--- config.mk ---
export PLATFORM = sky130hd
export DESIGN_NAME = wb_arbiter
export DESIGN_NICKNAME = d
export VERILOG_FILES = /design/src/rtl/rv32i_types_pkg.sv /design/src/rtl/wb_result_fifo.sv /design/src/rtl/wb_arbiter.sv
export SDC_FILE = /design/constraint.sdc
export NUM_CORES = 1
export LEC_CHECK = 0
export BUFFER_PORTS_ARGS = -buffer_cell sky130_fd_sc_hd__buf_2
export CAP_MARGIN = 10
export CORE_ASPECT_RATIO = 1.2
export CORE_UTILIZATION = 53
export CTS_CLUSTER_SIZE = 20
export DETAILED_ROUTE_END_ITERATION = 10
export PLACE_DENSITY = 0.78
export SLEW_MARGIN = 5
export SYNTH_ARGS = -nofsm -noshare
export SYNTH_HDL_FRONTEND = slang
export SYNTH_HIERARCHICAL = 1
export SYNTH_SLANG_ARGS = --single-unit
--- constraint.sdc ---
create_clock -name CLK -period 4.8 [get_ports CLK]
set_input_delay 0.48 -clock CLK [delete_from_list [all_inputs] [get_ports CLK]]
set_output_delay 0.48 -clock CLK [all_outputs]
set_load 0.03 [all_outputs]
--- src/rtl/rv32i_types_pkg.sv ---
// Shared RV32I datapath types for the writeback path: words, register indices,
// buffered result entries and the writeback arbitration state.
package rv32i_types_pkg;

  typedef logic [31:0] word_t;
  typedef logic [4:0]  regbits_t;

  typedef struct packed {
    word_t    wdata;
    regbits_t rd;
    logic     wen;
  } wb_entry_t;

  typedef enum logic {
    LSU_PRIO = 1'b0,
    AU_FORCE = 1'b1
  } wb_arb_state_t;

  // x0 is hardwired to zero, so a write to it retires without touching the file.
  function automatic logic writes_reg(input wb_entry_t e);
    return e.wen && (e.rd != '0);
  endfunction

endpackage

--- src/rtl/wb_result_fifo.sv ---
// Small result FIFO for buffered arithmetic-unit writebacks. Full/empty come from
// the occupancy count; the head is visible only after the write edge (no bypass).
module wb_result_fifo
  import rv32i_types_pkg::*;
#(
  parameter int DEPTH = 2
) (
  input  logic                   clk,
  input  logic                   rst,
  input  logic                   flush,
  input  logic                   push,
  input  wb_entry_t              push_data,
  input  logic                   pop,
  output wb_entry_t              head,
  output logic                   full,
  output logic                   empty,
  output logic [$clog2(DEPTH):0] count
);

  localparam int PW = $clog2(DEPTH);
  localparam logic [PW:0] DEPTH_C = (PW + 1)'(DEPTH);

  wb_entry_t     mem [DEPTH];
  logic [PW-1:0] wr_ptr_reg;
  logic [PW-1:0] rd_ptr_reg;
  logic [PW:0]   count_reg;
  logic          do_push;
  logic          do_pop;

  assign full    = (count_reg == DEPTH_C);
  assign empty   = (count_reg == '0);
  assign count   = count_reg;
  assign head    = mem[rd_ptr_reg];
  // Full blocks a push even when the head leaves on the same edge.
  assign do_push = push && !full && !flush;
  assign do_pop  = pop && !empty && !flush;

  always_ff @(posedge clk) begin
    if (do_push) begin
      mem[wr_ptr_reg] <= push_data;
    end
  end

  always_ff @(posedge clk or posedge rst) begin
    if (rst) begin
      wr_ptr_reg <= '0;
      rd_ptr_reg <= '0;
      count_reg  <= '0;
    end else if (flush) begin
      wr_ptr_reg <= '0;
      rd_ptr_reg <= '0;
      count_reg  <= '0;
    end else begin
      if (do_push) begin
        wr_ptr_reg <= wr_ptr_reg + 1'b1;
      end
      if (do_pop) begin
        rd_ptr_reg <= rd_ptr_reg + 1'b1;
      end
      case ({do_push, do_pop})
        2'b10:   count_reg <= count_reg + 1'b1;
        2'b01:   count_reg <= count_reg - 1'b1;
        default: count_reg <= count_reg;
      endcase
    end
  end

endmodule

--- src/rtl/wb_arbiter.sv ---
// Writeback arbiter: LSU results normally win the register-file port, buffered AU
// results are forced through after STARVE_LIMIT consecutive losses.
module wb_arbiter
  import rv32i_types_pkg::*;
#(
  parameter int AU_DEPTH     = 2,
  parameter int STARVE_LIMIT = 4
) (
  input  logic                      CLK,
  input  logic                      RST,
  input  logic                      flush,
  input  logic                      au_valid,
  output logic                      au_ready,
  input  word_t                     au_wdata,
  input  regbits_t                  au_rd,
  input  logic                      au_wen,
  input  logic                      lsu_valid,
  output logic                      lsu_ready,
  input  word_t                     lsu_wdata,
  input  regbits_t                  lsu_rd,
  input  logic                      lsu_wen,
  output logic                      wb_wen,
  output regbits_t                  wb_rd,
  output word_t                     wb_wdata,
  output logic                      wb_retire,
  output logic [$clog2(AU_DEPTH):0] au_count
);

  localparam int SW = $clog2(STARVE_LIMIT + 1);
  localparam logic [SW-1:0] STARVE_MAX = SW'(STARVE_LIMIT);

  wb_arb_state_t state_reg;
  wb_arb_state_t state_next;
  logic [SW-1:0] starve_reg;
  logic [SW-1:0] starve_next;
  logic          sel_au;
  logic          sel_lsu;
  logic          fifo_full;
  logic          fifo_empty;
  wb_entry_t     fifo_head;
  wb_entry_t     sel_entry;
  logic          wb_wen_reg;
  logic          wb_retire_reg;
  regbits_t      wb_rd_reg;
  word_t         wb_wdata_reg;

  wb_result_fifo #(
    .DEPTH(AU_DEPTH)
  ) u_fifo (
    .clk       (CLK),
    .rst       (RST),
    .flush     (flush),
    .push      (au_valid),
    .push_data ('{wdata: au_wdata, rd: au_rd, wen: au_wen}),
    .pop       (sel_au),
    .head      (fifo_head),
    .full      (fifo_full),
    .empty     (fifo_empty),
    .count     (au_count)
  );

  always_ff @(posedge CLK or posedge RST) begin
    if (RST) begin
      state_reg  <= LSU_PRIO;
      starve_reg <= '0;
    end else begin
      state_reg  <= state_next;
      starve_reg <= starve_next;
    end
  end

  always_comb begin
    state_next  = state_reg;
    starve_next = starve_reg;
    sel_au      = 1'b0;
    sel_lsu     = 1'b0;
    if (flush) begin
      state_next  = LSU_PRIO;
      starve_next = '0;
    end else begin
      case (state_reg)
        LSU_PRIO: begin
          if (lsu_valid) begin
            sel_lsu = 1'b1;
            if (!fifo_empty) begin
              starve_next = starve_reg + 1'b1;
              if (starve_reg + 1'b1 == STARVE_MAX) begin
                state_next = AU_FORCE;
              end
            end
          end else if (!fifo_empty) begin
            sel_au      = 1'b1;
            starve_next = '0;
          end
        end
        AU_FORCE: begin
          // Only reachable with a waiting head, so the FIFO cannot be empty here.
          sel_au      = 1'b1;
          starve_next = '0;
          state_next  = LSU_PRIO;
        end
        default: begin
          state_next  = LSU_PRIO;
          starve_next = '0;
        end
      endcase
    end
  end

  assign lsu_ready = sel_lsu;
  assign au_ready  = !fifo_full;
  assign sel_entry = sel_au ? fifo_head : '{wdata: lsu_wdata, rd: lsu_rd, wen: lsu_wen};

  // rd/wdata hold across idle cycles; only the strobes drop.
  always_ff @(posedge CLK or posedge RST) begin
    if (RST) begin
      wb_wen_reg    <= 1'b0;
      wb_retire_reg <= 1'b0;
      wb_rd_reg     <= '0;
      wb_wdata_reg  <= '0;
    end else if (sel_au || sel_lsu) begin
      wb_wen_reg    <= writes_reg(sel_entry);
      wb_retire_reg <= 1'b1;
      wb_rd_reg     <= sel_entry.rd;
      wb_wdata_reg  <= sel_entry.wdata;
    end else begin
      wb_wen_reg    <= 1'b0;
      wb_retire_reg <= 1'b0;
    end
  end

  assign wb_wen    = wb_wen_reg;
  assign wb_retire = wb_retire_reg;
  assign wb_rd     = wb_rd_reg;
  assign wb_wdata  = wb_wdata_reg;

endmodule

Word level (Yosys, flattened, before mapping)
Memories as Yosys holds them, arrays and structs flattened.
Index checks and enable logic that the tools add are counted.
{ "word_totals": {"regBits": 47, "latchBits": 0, "ramBits": 76, "mem_bits_ro": 0, "input_bits": 81, "out_inout_bits": 43, "word_cells": 63, "n_memories": 1} }
{ "memory_table": {"columns": ["memory", "depth", "word_bits", "rd", "rd_ports_with_merged_regs", "wr", "line_no", "rtl"], "rows": [
  ["u_fifo.mem", 2, 38, 1, 0, 1, "wb_result_fifo.sv:23", "wb_entry_t mem [DEPTH];"]
]} }
{ "classes": {"addsub": 5, "mul": 0, "div_mod_pow": 0, "magnitude_cmp": 0, "eq_ne": 5, "shifts": 0, "n_mux": 28, "bitwise": 1, "n_reduce_logical": 14} }
{ "ops": {"columns": ["op", "count"], "rows": [
  ["38-bit two-way mux", 1],
  ["1-bit two-way mux", 18],
  ["3-bit two-way mux", 4],
  ["3-bit one-hot mux with 2 select lines", 1],
  ["1-bit logical AND", 5],
  ["5-bit nonzero test", 1],
  ["2-bit == test (second input constant)", 2],
  ["1-bit one-hot mux with 2 select lines", 2],
  ["2-bit one-hot mux with 2 select lines", 1],
  ["2-bit nonzero test", 2],
  ["3-bit by 1-bit adder with 3-bit output (second input constant)", 1],
  ["3-bit == test (second input constant)", 1],
  ["1-bit zero test", 3],
  ["3-bit inequality test (second input constant)", 1],
  ["3-bit nonzero test", 1],
  ["1-bit adder (second input constant)", 2],
  ["2-bit by 1-bit adder with 2-bit output (second input constant)", 1],
  ["2-bit by 1-bit == test with 1-bit output (second input constant)", 1],
  ["2-bit zero test", 1],
  ["2-bit two-way mux", 1],
  ["2-bit by 1-bit subtractor with 2-bit output (second input constant)", 1],
  ["1-bit logical OR", 1],
  ["1-bit NOT", 1]
]} }

Depth between registers and ports, before layout
{ "logic_depth": {"depth_word": 10, "ltp_mapped": 9, "mapped_depth_nobuf": 6} }

Modules after synthesis
Netlist, hierarchy kept.
{ "by_module_without_submodules": {"columns": ["module", "instances", "cells_each", "area_each_um2", "seq_area_each_um2"], "rows": [
  ["wb_result_fifo", 1, 145, 2969.1, 2382.3],
  ["wb_arbiter", 1, 162, 1979.4, 1076.0]
]} }

Worst setup path before layout
No wires, ideal clock.
{ "synth_path": {"path_type": "register to register", "from": "reg u_fifo.count_reg[0], in the netlist u_fifo/count[0]", "to": "mem u_fifo/mem[1][0] in the netlist's numbering, enable pin", "setup_ps": 489, "t_arrival_ps": 3667, "required_time_ps": 4311, "setup_slack_ps": 644, "stages_incl_launch_ff": 4, "path_buffers": 0, "synth_period_minus_slack_ps": 4156, "path_cell_list": "dfrtp_1 nand2b_2 nand2_1 nor3b_1"} }
{ "synth_via": {"elab_chain_cells": 6} }
{ "synth_rtl": {"columns": ["element", "line_no", "rtl"], "rows": [
  ["start, declared", "wb_result_fifo.sv:26", "logic [PW:0] count_reg;"],
  ["start signal, assigned", "wb_result_fifo.sv:61", "2'b10: count_reg <= count_reg + 1'b1;"],
  ["start signal, assigned", "wb_result_fifo.sv:62", "2'b01: count_reg <= count_reg - 1'b1;"],
  ["start signal, assigned", "wb_result_fifo.sv:63", "default: count_reg <= count_reg;"],
  ["2-bit == test", "wb_result_fifo.sv:30", "assign full = (count_reg == DEPTH_C);"],
  ["1-bit zero test", "wb_result_fifo.sv:35", "assign do_push = push && !full && !flush;"],
  ["1-bit logical AND (2 in series)", "wb_result_fifo.sv:35", null],
  ["1-bit two-way mux", "wb_result_fifo.sv:39", "if (do_push) begin"],
  ["1-bit two-way mux (implied by the code)", "wb_result_fifo.sv:40", "mem[wr_ptr_reg] <= push_data;"],
  ["end, declared", "wb_result_fifo.sv:23", null]
]} }
Every way passes these cells.

Final worst setup path
{ "layout_path": {"from": "reg u_fifo.count_reg[0], in the netlist u_fifo/count[0]", "to": "mem u_fifo/mem[0][21] in the netlist's numbering, enable pin"} }
The elaborated chain is that of the path after synthesis.

==> results.cfg <==
[setup_path]
worstSetupStartpoint = u_fifo/count[0]
cp.required_ns = 4.99
crit_arrival_ns = 2.67
cp-start-kind = flop
path_max_fanout = 25
regToRegSetupSlack_ns = 2.33
cp-end-kind = flop
crit_type = flop to flop
timing.rr.start = u_fifo/count[0]
regToRegEndpoint = u_fifo/mem[0][21]
ff2ff_path_depth = 4

[synthesis]
synth_warnings = 6
synth_seq_cells = 123
synth_top_family_by_area = multiplexers
synthXorXnorAreaFrac = 0.00177
synth_enable_flop_cells = 76
yosys.area_share.simple = 0.0756
async_reset_ff_frac = 0.382
avgSynthCellArea_um2 = 16.1
synth_compound_area_frac = 0.0936
yosysTopAreaCell = edfxtp_1
synthMuxAreaShare = 0.0986
synthTopCellsByArea = edfxtp_1, dfrtp_1, mux2_2
synth_top_area_frac = 0.461
synth-adder-area-share = 0.00506
syn-num-nets = 390
synth_ff_type = edfxtp_1
synthCells = 307
synth_cell_types = 37
syn_area_mm2 = 0.00495
seq_area_frac_synth = 0.699

[clock_network]
cts_tree = done
clk_pin_slew_ns = 0.06
clk_latency_ns = 0.53
cts-root-buf = clkbuf_8
clock-sinks = 123
htree_levels = 4
post_cts_buffers = 0
ctsResizeCount = 0
cts_buffer_depth = 2
numCtsBuffers = 17

[detailed_routing]
ant_nets = 0
drt_iter0_drc = 197
firstDrtPassIters = 4
vias = 3155
drc_errors = 0
postRouteWirelength_um = 10700
wire_per_inst_um = 18.7
routed_via_density = 5.53

[sta]
finalHoldWorstSlack_ns = 0.143
hold_viol_final = 0
setup_tns_ns = 0
rsz0062_at_grt = false
worstMarginPinSlew_ns = 1.20
final_max_slew_viol_count = 0
fin_crit_ns = 2.47
setup_viol = 0
clock-skew-final_ns = 0.00931
max_freq_ghz = 0.404
post-route-period-util = 0.515
relSlewSlack = 0.196

[hold_path]
hp-start = au_wdata[13]
hold_path_end = u_fifo/mem[1][19]
min_path_type = input port to flop
holdPathStages = 1

[floorplanning]
core-area_mm2 = 0.00903
die_width_um = 90.2
row_count = 38
pin_count = 124
initial_core_util = 0.548
die_h_um = 108
dieArea_mm2 = 0.00973

[finish]
finalInstanceArea_mm2 = 0.00632
final_cell_mix = buf_2, edfxtp_1, dfrtp_1
fill_cells = 633
largest_register_ffs = 76
drive_gt1_frac = 0.461
fin_nets = 521
final_common_cell = buf_2
num_antenna_cells = 0
synthToLayoutAreaGrowth_pct = 27.7

[pwr]
p_leak_nw = 2.62
vdd_drop_max_v = 0.000341
powerDensity_mw_per_mm2 = 477
power_w = 0.00301

[placed_design]
hpwl_um = 6610
place.gp.congestion = 0.752
portBuffers = 123
placed_cell_area_mm2 = 0.00566

[global_routing]
grt_pass1_wl_um = 16500
grt_start_max_net_pins = 45
grt_pass1_vias = 3228
grt_usage = 0.233
antenna_found_initial = 0
overflow = 0

[status]
outcome = finished clean

[flow_run]
maxCapViolCount = 0
through the flow:
stage | setup slack (ns) | util | instances
2_1_floorplan | 0.644 | - | 307
3_3_place_gp | 2.36 | 0.627 | 537
3_5_place_dp | 2.28 | 0.627 | 537
4_1_cts | 2.29 | 0.698 | 570
5_1_grt | 2.18 | 0.699 | 571
6_report | 2.33 | 0.699 | 571
power by group:
part | switching, W | total [W] | internal, W
sequential | 0.0000482 | 0.00127 | 0.00122
combinational | 0.000250 | 0.000394 | 0.000144
clock | 0.000459 | 0.00135 | 0.000895
total | 0.000757 | 0.00301 | 0.00226
worst max path at each step:
stage               cells after the start           endpoint  slack (ns)
CTS                                     4  u_fifo/mem[1][24]        2.29
floorplan                               3   u_fifo/mem[1][0]        0.64
global route                            4  u_fifo/mem[0][16]        2.18
global placement                        3  u_fifo/mem[1][22]        2.36
finish                                  4  u_fifo/mem[0][21]        2.33
detailed placement                      4  u_fifo/mem[1][22]        2.28
worst max-delay path, stage by stage (launching register included):
cell	delay [ns]
dfrtp_1	0.44
nand2b_2	0.19
nand2_1	0.10
nor3_2	0.91
buf_4	0.49
cell usage after synthesis (all sizes together), types with 2 or more instances:
cell type,instances
mux2,38
clkbuf,2
and2,33
or4,2
mux2i,6
nor3,3
o21ai,7
nor2,3
nand3,5
nor3b,5
dfrtp,47
edfxtp,76
a211oi,2
inv,8
nand3b,2
a221o,32
a21oi,7
buf,14
nand2,3
ha,2
logic make-up after synthesis:
group	Yosys count
XOR/XNOR	1
AO/OA/AOI/OAI	53
AND/OR/NAND/NOR	60
multiplexers	44
buffers and inverters	24
adder cells (fa/ha/maj)	2
flip-flops	123
per-layer routing:
layer / vias to the layer above / wire length [um] / part of all wire / GRT usage
li1: 1445 / - / - / -
met1: 1578 / 4440 / 0.42 / 0.285
met4: 0 / 200 / 0.019 / 0.101
met2: 116 / 5460 / 0.51 / 0.385
met3: 16 / 553 / 0.052 / 0.0678
met5: - / 0 / 0 / 0
what timing repair did:
| item | CTS | global route |
|---|---|---|
| hold buffers | 1 | 0 |
| endpoints found under the setup margin | 0 | 0 |
| endpoints found under the hold margin | 4 | 0 |
cell type report:
cell class / count / area, um^2 / area share
multi-input combinational: 160 / 1380 / 0.219
clock inverter: 15 / 223 / 0.0352
inverter: 8 / 30.0 / 0.00475
tap: 120 / 150 / 0.0238
clock buffer: 17 / 414 / 0.0655
sequential: 123 / 3460 / 0.548
timing repair buffer: 128 / 659 / 0.104
No activity file was read; power rests on OpenSTA's default activity.
